**config.mk**
```make
export PLATFORM = sky130hd
export DESIGN_NAME = baud_gen
export DESIGN_NICKNAME = d
export VERILOG_FILES = /design/src/rtl/baud_gen.sv
export SDC_FILE = /design/constraint.sdc
export NUM_CORES = 1
export LEC_CHECK = 0
export ABC_AREA = 0
export BUFFER_PORTS_ARGS = -buffer_cell sky130_fd_sc_hd__clkbuf_2
export CAP_MARGIN = 5
export CELL_PAD_IN_SITES_DETAIL_PLACEMENT = 1
export CELL_PAD_IN_SITES_GLOBAL_PLACEMENT = 1
export CORE_MARGIN = 8
export CORE_UTILIZATION = 44
export DETAILED_ROUTE_END_ITERATION = 8
export HOLD_SLACK_MARGIN = 0.15
export MAX_ROUTING_LAYER = met4
export PLACE_DENSITY = 0.76
export SLEW_MARGIN = 15
export SYNTH_ARGS = -nofsm -noshare
export SYNTH_HDL_FRONTEND = slang
export SYNTH_SLANG_ARGS = --single-unit
```
**constraint.sdc**
```tcl
create_clock -name i_clk -period 2.7 [get_ports i_clk]
set_input_delay 0.405 -clock i_clk [delete_from_list [all_inputs] [get_ports i_clk]]
set_output_delay 0.405 -clock i_clk [all_outputs]
set_load 0.02 [all_outputs]
```
**src/rtl/baud_gen.sv**
```systemverilog
`timescale 1ns/1ps
// baud_gen: UART baud-rate tick generator with an oversample (rx) tick and a bit-rate (tx) tick.
//   Ports: i_clk, i_reset (sync, active high), i_en, i_resync (phase restart),
//          i_div_wr/i_div/i_frac (divisor write), o_rx_tick, o_tx_tick, o_div_pending.
//   Optional macro BAUD_GEN_FRAC_EN enables the fractional divisor accumulator;
//   without it i_frac is ignored and every rx period is D_active+1 cycles.
module baud_gen #(
    parameter int CNT_W       = 16,
    parameter int OSR         = 16,
    parameter int DEFAULT_DIV = 26,
    parameter int FRAC_W      = 4
) (
    input  logic              i_clk,
    input  logic              i_reset,
    input  logic              i_en,
    input  logic              i_resync,
    input  logic              i_div_wr,
    input  logic [CNT_W-1:0]  i_div,
    input  logic [FRAC_W-1:0] i_frac,
    output logic              o_rx_tick,
    output logic              o_tx_tick,
    output logic              o_div_pending
);
    localparam int OW = (OSR > 1) ? $clog2(OSR) : 1;

    // one extra bit so a stretched period of D_active+2 cannot overflow
    logic [CNT_W:0]   cnt_q, cnt_d, lim;
    logic [OW-1:0]    osr_q, osr_d;
    logic [CNT_W-1:0] div_q, div_d, pdiv_q, pdiv_d;
    logic             pend_q, pend_d, rx_q, rx_d, tx_q, tx_d;
    logic             extra, wrap, osr_last, apply_now;

`ifdef BAUD_GEN_FRAC_EN
    logic [FRAC_W-1:0] frac_q, frac_d, pfrac_q, pfrac_d, acc_q, acc_d;
    logic [FRAC_W:0]   acc_sum;
    logic              ext_q, ext_d;
    assign acc_sum = {1'b0, acc_q} + {1'b0, frac_q};
    assign extra   = ext_q;
`else
    logic unused_frac;
    assign unused_frac = ^i_frac;
    assign extra       = 1'b0;
`endif

    assign lim       = {1'b0, div_q} + {{CNT_W{1'b0}}, extra};
    // >= rather than == so a divisor shrunk below the held count still wraps
    assign wrap      = i_en && (cnt_q >= lim);
    assign osr_last  = (osr_q == OW'(OSR - 1));
    // while stopped or resyncing there is no period in flight to protect
    assign apply_now = !i_en || i_resync;

    always_comb begin
        div_d  = div_q;
        pdiv_d = pdiv_q;
        pend_d = pend_q;
        cnt_d  = cnt_q;
        osr_d  = osr_q;
        rx_d   = 1'b0;
        tx_d   = 1'b0;
`ifdef BAUD_GEN_FRAC_EN
        frac_d  = frac_q;
        pfrac_d = pfrac_q;
        acc_d   = acc_q;
        ext_d   = ext_q;
`endif
        if (pend_q && (wrap || apply_now)) begin
            div_d  = pdiv_q;
            pend_d = 1'b0;
`ifdef BAUD_GEN_FRAC_EN
            frac_d = pfrac_q;
`endif
        end
        if (i_div_wr && apply_now) begin
            div_d  = i_div;
            pend_d = 1'b0;
`ifdef BAUD_GEN_FRAC_EN
            frac_d = i_frac;
`endif
        end else if (i_div_wr) begin
            pdiv_d = i_div;
            pend_d = 1'b1;
`ifdef BAUD_GEN_FRAC_EN
            pfrac_d = i_frac;
`endif
        end
        if (i_resync) begin
            cnt_d = '0;
            osr_d = '0;
`ifdef BAUD_GEN_FRAC_EN
            acc_d = '0;
            ext_d = 1'b0;
`endif
        end else if (wrap) begin
            cnt_d = '0;
            osr_d = osr_last ? '0 : OW'(osr_q + 1'b1);
            rx_d  = 1'b1;
            tx_d  = osr_last;
`ifdef BAUD_GEN_FRAC_EN
            acc_d = acc_sum[FRAC_W-1:0];
            ext_d = acc_sum[FRAC_W];
`endif
        end else if (i_en) begin
            cnt_d = cnt_q + 1'b1;
        end
    end

    always_ff @(posedge i_clk) begin
        if (i_reset) begin
            cnt_q  <= '0;
            osr_q  <= '0;
            div_q  <= CNT_W'(DEFAULT_DIV);
            pdiv_q <= '0;
            pend_q <= 1'b0;
            rx_q   <= 1'b0;
            tx_q   <= 1'b0;
`ifdef BAUD_GEN_FRAC_EN
            frac_q  <= '0;
            pfrac_q <= '0;
            acc_q   <= '0;
            ext_q   <= 1'b0;
`endif
        end else begin
            cnt_q  <= cnt_d;
            osr_q  <= osr_d;
            div_q  <= div_d;
            pdiv_q <= pdiv_d;
            pend_q <= pend_d;
            rx_q   <= rx_d;
            tx_q   <= tx_d;
`ifdef BAUD_GEN_FRAC_EN
            frac_q  <= frac_d;
            pfrac_q <= pfrac_d;
            acc_q   <= acc_d;
            ext_q   <= ext_d;
`endif
        end
    end

    assign o_rx_tick     = rx_q;
    assign o_tx_tick     = tx_q;
    assign o_div_pending = pend_q;
endmodule

```
==> results_dict.tcl, run 1 <==
set metrics [dict create \
    status "complete, no violations" \
    die_area_mm2 0.00921 \
    hp-class "in2reg" \
    clk_latency_ns 0.31 \
    grt_pass1_vias 2446 \
    hold_ws_ns 0.310 \
    num_io_pins 28 \
    slew-limit-headroom_pct 66.4 \
    wl_per_cell_um 14.8 \
    crit_type "reg2reg" \
    synth_seq_cells 56 \
    gr-total-overflow 0 \
    synth_edf_count 0 \
    die_w_um 96.0 \
    postCtsHoldBufs 0 \
    clockBufferDepth 2 \
    final_nets 399 \
    syn_inst 333 \
    place_area_mm2 0.00303 \
    crit_slowest_cell "or4_4" \
    numCtsBuffers 5 \
    path_cells "inv_1, ha_1, nand4_1, or4_4, o211a_1, or4b_1, a21oi_1" \
    timing.max_cap.violations 0 \
    drt_first_pass_iters 5 \
    drt-initial-drc-count 65 \
    rsz0062_at_grt "no" \
    synth.distinct_cells 37 \
    grt_pass1_wl_um 11100 \
    final_area_mm2 0.00314 \
    cts.reportedPaths.clkPinSlew_ns 0.11 \
    grt_start_max_net_pins 37 \
    viasPerCell 5.46 \
    p_leak_nw 1.33 \
    numPortBuffers 23 \
    ant_nets 0 \
    cts.repair.resized 0 \
    fmax_mhz 400 \
    cts.sinks 56 \
    core_area_mm2 0.00628 \
    cts_setup_buffers 0 \
    initial_core_util_pct 44.8 \
    cp_max_fo 10 \
    ys_seq_area_share_pct 39.8 \
    syn_area_mm2 0.00281 \
    skew_ns 0.0108 \
    num_vias 2371 \
    slew_viol_final 0 \
    antenna_found_initial 0 \
    synth_ff_type "dfxtp_1" \
    preCtsSetupSlack_ns 0.214 \
    grt_use_total_pct 15.4 \
    period_share_pct 92.5 \
    ys_warn_count 0 \
    syn_to_final_growth_pct 11.6 \
    cp-end-kind "register" \
    gp_congestion 0.709 \
    peakVddDrop_v 0.000289 \
    die_y_um 96.0 \
    tightestPinTransition_ns 0.502 \
    drive_gt1_share_pct 13.7 \
    power_density_mw_per_mm2 521 \
    syn_area_per_cell_um2 8.45 \
    htreeDepth 2 \
    fin_setup_tns_ns 0 \
    min_period_ns 2.50 \
    fill_cells 777 \
    totalWireLength_um 6440 \
    setup_viol 0 \
    cpPeakStageDelay_ns 0.58 \
    startpoint_type "register" \
    cts_tree "yes" \
    syn_nets 376 \
    finalHoldViolations 0 \
    fin_ws_ns 0.203 \
    cp.arrival_ns 2.75 \
    root_buffer "clkbuf_8" \
    final_util_pct 50.0 \
    crit_required_ns 2.96 \
    diodes 0 \
    drcViolationCount 0 \
    num_rows 29 \
    async_reset_ff_share_pct 0 \
    dp.final_hpwl_um 4840 \
]
[metal layers]
layer	up-vias	track usage [%]	wire length, um
met5	-	-	0
met4	0	4.48	72
met1	1149	17.3	2910
met2	17	26.9	3280
li1	1199	-	-
met3	6	2.96	185
[cells in the mapped netlist, types with 2 or more instances]
cell	count	area share, %
dfxtp_1	56	40
mux2i_1	16	5.7
clkbuf_1	12	1.6
o21ai_0	11	2.0
o21a_1	12	3.2
nor3_1	4	0.71
buf_2	3	0.53
a211oi_1	13	3.5
inv_1	19	2.5
o211ai_1	2	0.53
a31oi_1	2	0.44
or2_2	2	0.44
nor2_1	26	3.5
xor2_1	10	3.1
or3_1	2	0.44
ha_1	18	8.0
nand3_1	13	2.3
a21o_1	3	0.80
mux2_2	3	1.2
a21oi_1	29	5.2
nand2_1	51	6.8
nand4_1	3	0.67
nand2b_1	2	0.44
and3_1	6	1.3
nor4_1	3	0.67
[state kept, by name, summed over array words and instances, names as in the netlist]
signal         cells
o_rx_tick          1
osr_q              4
o_tx_tick          1
pdiv_q            16
o_div_pending      1
div_q             16
cnt_q             17
[logic make-up (layout without fill, tap and decap cells)]
family / after synthesis / count (layout) / synth area share, %
buffers and inverters: 35 / 59 / 4.94
XOR/XNOR: 11 / 11 / 3.42
multiplexers: 19 / 19 / 6.89
AND/OR/NAND/NOR: 119 / 119 / 20.0
AO/OA/AOI/OAI: 75 / 75 / 16.9
flip-flops: 56 / 56 / 39.8
adder cells (fa/ha/maj): 18 / 18 / 8.00
[worst paths after layout]
check | startpoint | end | slack (ns) | cells after the start
worst max-delay path | div_q[12]$_SDFFE_PP0P_ | osr_q[3]$_SDFFE_PP0P_ | 0.20 | 7
worst min-delay path | i_div[12] | pdiv_q[12]$_SDFFE_PP0P_ | 0.31 | 3
worst max register to register | div_q[12]$_SDFFE_PP0P_ | osr_q[3]$_SDFFE_PP0P_ | 0.20 | 7
worst min register to register | pdiv_q[9]$_SDFFE_PP0P_ | pdiv_q[9]$_SDFFE_PP0P_ | 0.46 | 2
[power by group]
group	internal, mW	switching (mW)	total, mW
clock network	0.280	0.294	0.574
registers	0.854	0.0115	0.866
logic	0.0835	0.112	0.196
[cell type report]
class | count | area, um^2 | share of cell area, %
Multi-Input combinational cell | 242 | 1550 | 49.5
Sequential cell | 56 | 1120 | 35.7
Timing Repair Buffer | 32 | 183 | 5.82
Tap cell | 77 | 96.3 | 3.07
Inverter | 19 | 71.3 | 2.27
Clock buffer | 5 | 68.8 | 2.19
Clock inverter | 3 | 46.3 | 1.47
[metrics by stage]
stage / total power [mW] / std cells
6_report: 1.64 / 434
4_1_cts: 1.66 / 434
5_1_grt: 1.72 / 434
3_3_place_gp: 1.07 / 426
3_5_place_dp: 1.08 / 426
2_1_floorplan: 1.02 / 333
[cell usage in the layout (no fill, tap or decap), drive strengths merged, types with 2 or more instances in the layout]
master   n
nor3     4
nor4     3
nand2   51
ha      18
or2      2
a21oi   29
o31ai    2
o21ai   11
inv     20
or3      2
clkbuf  28
mux2i   16
a31oi    2
a21o     3
o211ai   2
nor2    27
dfxtp   56
buf      9
xor2    10
nand4    3
nand2b   2
mux2     3
nand3   13
a211oi  13
o21a    12
and3     6
[worst max-delay path, delay by kind of cell, from the launching register on]
family | cells | cell delay, ns
AND/OR/NAND/NOR | 3 | 1.24
adder cells (fa/ha/maj) | 1 | 0.31
buffers and inverters | 1 | 0.05
AO/OA/AOI/OAI | 2 | 0.51
flip-flops | 1 | 0.33
No activity file was read; power rests on OpenSTA's default activity.
==> inputs of run 2 (changes only) <==
--- a/config.mk
+++ b/config.mk
@@ -10,6 +10,7 @@
 export CAP_MARGIN = 5
 export CELL_PAD_IN_SITES_DETAIL_PLACEMENT = 1
 export CELL_PAD_IN_SITES_GLOBAL_PLACEMENT = 1
+export CORE_ASPECT_RATIO = 1.4
 export CORE_MARGIN = 8
 export CORE_UTILIZATION = 44
 export DETAILED_ROUTE_END_ITERATION = 8
==> run 2 against run 1 <==
  * Register-to-register slack better by 0.04 ns
  * Final cell count down 1.6%
  * Die area up 0.39%
  * Clock skew down 0.0036 ns
  * Global-route usage down 1.4 points
  * Sequential power about the same
  * Clock power down 14%
  * Routed wire length down 3.9%
  * Critical path type unchanged
==> results_dict.tcl, run 2 (same netlist as run 1, synthesis figures left out) <==
set metrics [dict create \
    drcViolationCount 0 \
    timing.max_cap.violations 0 \
    num_rows 34 \
    drt-initial-drc-count 40 \
    cp.arrival_ns 2.69 \
    slew-limit-headroom_pct 65.2 \
    totalWireLength_um 6190 \
    core_area_mm2 0.00621 \
    cp_max_fo 6 \
    skew_ns 0.00721 \
    antenna_found_initial 0 \
    cts.repair.resized 0 \
    total_power_mw 1.55 \
    numCtsBuffers 5 \
    cp_top_family "simple AND/OR/NAND/NOR gates" \
    min_period_ns 2.45 \
    path_cells "inv_1, ha_1, nand4b_4, or4_4, o211a_1, or4b_1, a21oi_1" \
    postCtsHoldBufs 0 \
    final_area_mm2 0.00311 \
    grt_use_total_pct 13.9 \
    p_leak_nw 1.32 \
    cts.sinks 56 \
    drive_gt1_share_pct 13.2 \
    setup_viol 0 \
    status "complete, no violations" \
    clk_latency_ns 0.30 \
    fin_ws_ns 0.247 \
    crit_required_ns 2.94 \
    diodes 0 \
    root_buffer "clkbuf_8" \
    tightestPinTransition_ns 0.519 \
    period_share_pct 90.9 \
    rsz0062_at_grt "no" \
    fmax_mhz 408 \
    final_util_pct 50.0 \
    cts.reportedPaths.clkPinSlew_ns 0.10 \
    ant_nets 0 \
    final_nets 398 \
    finalHoldViolations 0 \
    clockBufferDepth 2 \
    viasPerCell 5.47 \
    drt_first_pass_iters 4 \
    num_io_pins 28 \
    syn_to_final_growth_pct 10.4 \
    die_w_um 83.6 \
    slew_viol_final 0 \
    gp_congestion 0.749 \
    cts_tree "yes" \
    num_vias 2337 \
    gr-total-overflow 0 \
    fill_cells 784 \
    layout_commonest_cell "dfxtp_1" \
    crit_type "reg2reg" \
    fin_setup_tns_ns 0 \
    largest_register "cnt_q" \
    initial_core_util_pct 45.3 \
    cpPeakStageDelay_ns 0.59 \
    power_density_mw_per_mm2 499 \
    numPortBuffers 23 \
    crit_slowest_cell "or4_4" \
    cp-end-kind "register" \
    peakVddDrop_v 0.000258 \
    grt_pass1_vias 2421 \
    largest_register_ffs 17 \
    preCtsSetupSlack_ns 0.264 \
    wl_per_cell_um 14.5 \
    cts_setup_buffers 0 \
    startpoint_type "register" \
    final_cell_mix "dfxtp_1, nand2_1, a21oi_1" \
    grt_pass1_wl_um 11000 \
    die_area_mm2 0.00925 \
    critPathBufInv 1 \
    place_area_mm2 0.00301 \
    hp-class "in2reg" \
    top_regs "cnt_q (17), div_q (16), pdiv_q (16)" \
    htreeDepth 2 \
    die_y_um 111 \
    grt_start_max_net_pins 37 \
    dp.final_hpwl_um 4700 \
]
[run 2: cell count changes in the layout (fill, tap and decap cells not counted)]
| cell | change |
|---|---|
| buf_4 | -1 |
| bufinv_16 | -1 |
| clkbuf_8 | +2 |
| clkinvlp_4 | -1 |
| inv_6 | -1 |
[run 2: per-layer routing]
layer	part of all wire (%)	track usage (%)	up-vias	wire [um]
li1	-	-	1191	-
met1	45	15.2	1114	2810
met2	51	24.9	28	3180
met3	2.3	2.57	4	140
met4	1.0	3.82	0	62
met5	0	-	-	0
[run 2: cell type report]
type / instances / area, um^2 / area share [%]
sequential: 56 / 1120 / 36.1
tap: 72 / 90.1 / 2.90
clock buffer: 7 / 96.3 / 3.10
timing repair buffer: 31 / 175 / 5.64
multi-input combinational: 242 / 1550 / 50.0
inverter: 19 / 71.3 / 2.29
[run 2: stage by stage]
stage | std cells | hold slack [ns]
detailed placement | 420 | 0.448
finish | 427 | 0.322
global route | 427 | 0.326
global placement | 420 | 0.439
floorplan | 333 | 0.433
CTS | 427 | 0.316
[run 2: path summary, 6_finish.rpt]
path | from | end | slack [ns] | cells past startpoint
max | div_q[15]$_SDFFE_PP0P_ | osr_q[3]$_SDFFE_PP0P_ | 0.25 | 7
min | i_div[8] | pdiv_q[8]$_SDFFE_PP0P_ | 0.32 | 3
max reg2reg | div_q[15]$_SDFFE_PP0P_ | osr_q[3]$_SDFFE_PP0P_ | 0.25 | 7
min reg2reg | pdiv_q[11]$_SDFFE_PP0P_ | pdiv_q[11]$_SDFFE_PP0P_ | 0.46 | 2
[run 2: where the power goes]
part | internal, mW | total, mW | switching (mW) | leakage [nW]
registers | 0.854 | 0.866 | 0.0116 | 0.456
logic | 0.0821 | 0.193 | 0.110 | 0.818
clock network | 0.229 | 0.493 | 0.264 | 0.0503
[run 2: worst min-delay path, cell delays in order]
cell      delay [ns]
clkbuf_2        0.09
nand2_1         0.05
a21oi_1         0.05
==> inputs of run 3 (changes only) <==
--- a/config.mk
+++ b/config.mk
@@ -10,13 +10,14 @@
 export CAP_MARGIN = 5
 export CELL_PAD_IN_SITES_DETAIL_PLACEMENT = 1
 export CELL_PAD_IN_SITES_GLOBAL_PLACEMENT = 1
-export CORE_ASPECT_RATIO = 1.4
+export CORE_ASPECT_RATIO = 1.1
 export CORE_MARGIN = 8
 export CORE_UTILIZATION = 44
 export DETAILED_ROUTE_END_ITERATION = 8
 export HOLD_SLACK_MARGIN = 0.15
 export MAX_ROUTING_LAYER = met4
 export PLACE_DENSITY = 0.76
+export REMOVE_ABC_BUFFERS = 1
 export SLEW_MARGIN = 15
 export SYNTH_ARGS = -nofsm -noshare
 export SYNTH_HDL_FRONTEND = slang
==> run 3 against run 2 <==
  * Cell area grew 0.68%
  * Non-clock buffer count is the same
  * Clock power is 12% higher
  * Largest power group unchanged
==> results_dict.tcl, run 3 (same netlist as run 1, synthesis figures left out) <==
set metrics [dict create \
    totalWireLength_um 6410 \
    total_power_mw 1.62 \
    drt-initial-drc-count 88 \
    postCtsHoldBufs 0 \
    grt_use_total_pct 14.8 \
    dp.final_hpwl_um 4820 \
    r2r_cells 7 \
    cp_max_fo 13 \
    met3_usage_pct 2.61 \
    cts_tree "yes" \
    final_nets 398 \
    num_vias 2336 \
    grt_pass1_vias 2478 \
    gp_congestion 0.767 \
    drcViolationCount 0 \
    drive_gt1_share_pct 13.2 \
    largest_register "cnt_q" \
    min_period_ns 2.56 \
    reg2reg_from "div_q[14]$_SDFFE_PP0P_" \
    cp-end-kind "register" \
    use_met1_pct 17.0 \
    cts.repair.resized 0 \
    gr-total-overflow 0 \
    period_share_pct 94.6 \
    p_leak_nw 1.33 \
    htreeDepth 2 \
    skew_ns 0.0117 \
    num_io_pins 28 \
    slew_viol_final 0 \
    drt_first_pass_iters 4 \
    startpoint_type "register" \
    tightestPinTransition_ns 0.534 \
    rsz0062_at_grt "no" \
    hp-start "i_div[6]" \
    diodes 0 \
    status "complete, no violations" \
    cp.arrival_ns 2.80 \
    crit_type "reg2reg" \
    grt_use_met2_pct 25.5 \
    antenna_found_initial 0 \
    r2r_end "osr_q[3]$_SDFFE_PP0P_" \
    cts.reportedPaths.clkPinSlew_ns 0.10 \
    fmax_mhz 391 \
    core_area_mm2 0.00619 \
    die_y_um 99.9 \
    timing.max_cap.violations 0 \
    syn_to_final_growth_pct 11.2 \
    cts_setup_buffers 0 \
    viasPerCell 5.36 \
    root_buffer "clkbuf_8" \
    slew-limit-headroom_pct 64.3 \
    finalHoldViolations 0 \
    die_area_mm2 0.00921 \
    numPortBuffers 23 \
    hold_path_depth 3 \
    power_density_mw_per_mm2 517 \
    reg2reg_slack_ns 0.14 \
    top_regs "cnt_q (17), div_q (16), pdiv_q (16)" \
    cts.sinks 56 \
    hold_end "pdiv_q[6]$_SDFFE_PP0P_" \
    ant_nets 0 \
    hp-class "in2reg" \
    clockBufferDepth 2 \
    largest_register_ffs 17 \
    crit_required_ns 2.95 \
    num_rows 30 \
    wl_per_cell_um 14.7 \
    die_w_um 92.3 \
    grt_pass1_wl_um 11100 \
    numCtsBuffers 5 \
    setup_viol 0 \
    busiest_layer "met2" \
    grt_start_max_net_pins 37 \
    fin_setup_tns_ns 0 \
    clk_latency_ns 0.31 \
    initial_core_util_pct 45.4 \
    final_cell_mix "dfxtp_1, nand2_1, a21oi_1" \
    layout_commonest_cell "dfxtp_1" \
    peakVddDrop_v 0.000273 \
]
[run 3: per-layer routing]
metal  part of all wire [%]  routed length (um)
met4                    1.2                  78
met1                     48                3070
met3                    2.2                 140
met5                      0                   0
met2                     49                3120
[run 3: critical path, stage by stage, from the launching register on]
cell	delay (ns)
dfxtp_1	0.32
inv_1	0.05
ha_1	0.33
nand4b_4	0.13
or4_4	0.59
o211a_1	0.41
or4b_1	0.51
a21oi_1	0.15
[run 3: cell type report]
cell class	count	area [um^2]
Fill cell	773	3060
Multi-Input combinational cell	242	1550
Sequential cell	56	1120
Timing Repair Buffer	31	175
Tap cell	80	100
Clock buffer	6	72.6
Inverter	19	71.3
Clock inverter	2	35.0
[run 3: how the worst max path moves through the flow]
stage	slack (ns)	end	startpoint
after floorplan	0.07	cnt_q[10]$_SDFFE_PP0P_	div_q[15]$_SDFFE_PP0P_
after global placement	0.20	osr_q[3]$_SDFFE_PP0P_	cnt_q[14]$_SDFFE_PP0P_
after detailed placement	0.15	osr_q[3]$_SDFFE_PP0P_	cnt_q[14]$_SDFFE_PP0P_
after CTS	0.13	osr_q[3]$_SDFFE_PP0P_	div_q[14]$_SDFFE_PP0P_
after global routing	0.02	osr_q[3]$_SDFFE_PP0P_	div_q[15]$_SDFFE_PP0P_
final	0.14	osr_q[3]$_SDFFE_PP0P_	div_q[14]$_SDFFE_PP0P_
[run 3: power by group]
part	switching (mW)	internal [mW]	leakage [nW]
registers	0.0114	0.854	0.456
logic	0.113	0.0834	0.819
clock network	0.278	0.276	0.0552
total	0.403	1.21	1.33
[run 3: stage by stage]
| stage | cells | util [%] | instance area [um^2] | worst slack [ns] | hold WS (ns) |
|---|---|---|---|---|---|
| after global placement | 428 | 48.8 | 3020 | 0.203 | 0.439 |
| final | 436 | 50.5 | 3130 | 0.145 | 0.313 |
| after global routing | 436 | 50.5 | 3130 | 0.0194 | 0.314 |
| after floorplan | 317 | - | 2750 | 0.0733 | 0.427 |
| after CTS | 436 | 50.5 | 3130 | 0.130 | 0.305 |
| after detailed placement | 428 | 48.8 | 3020 | 0.152 | 0.450 |
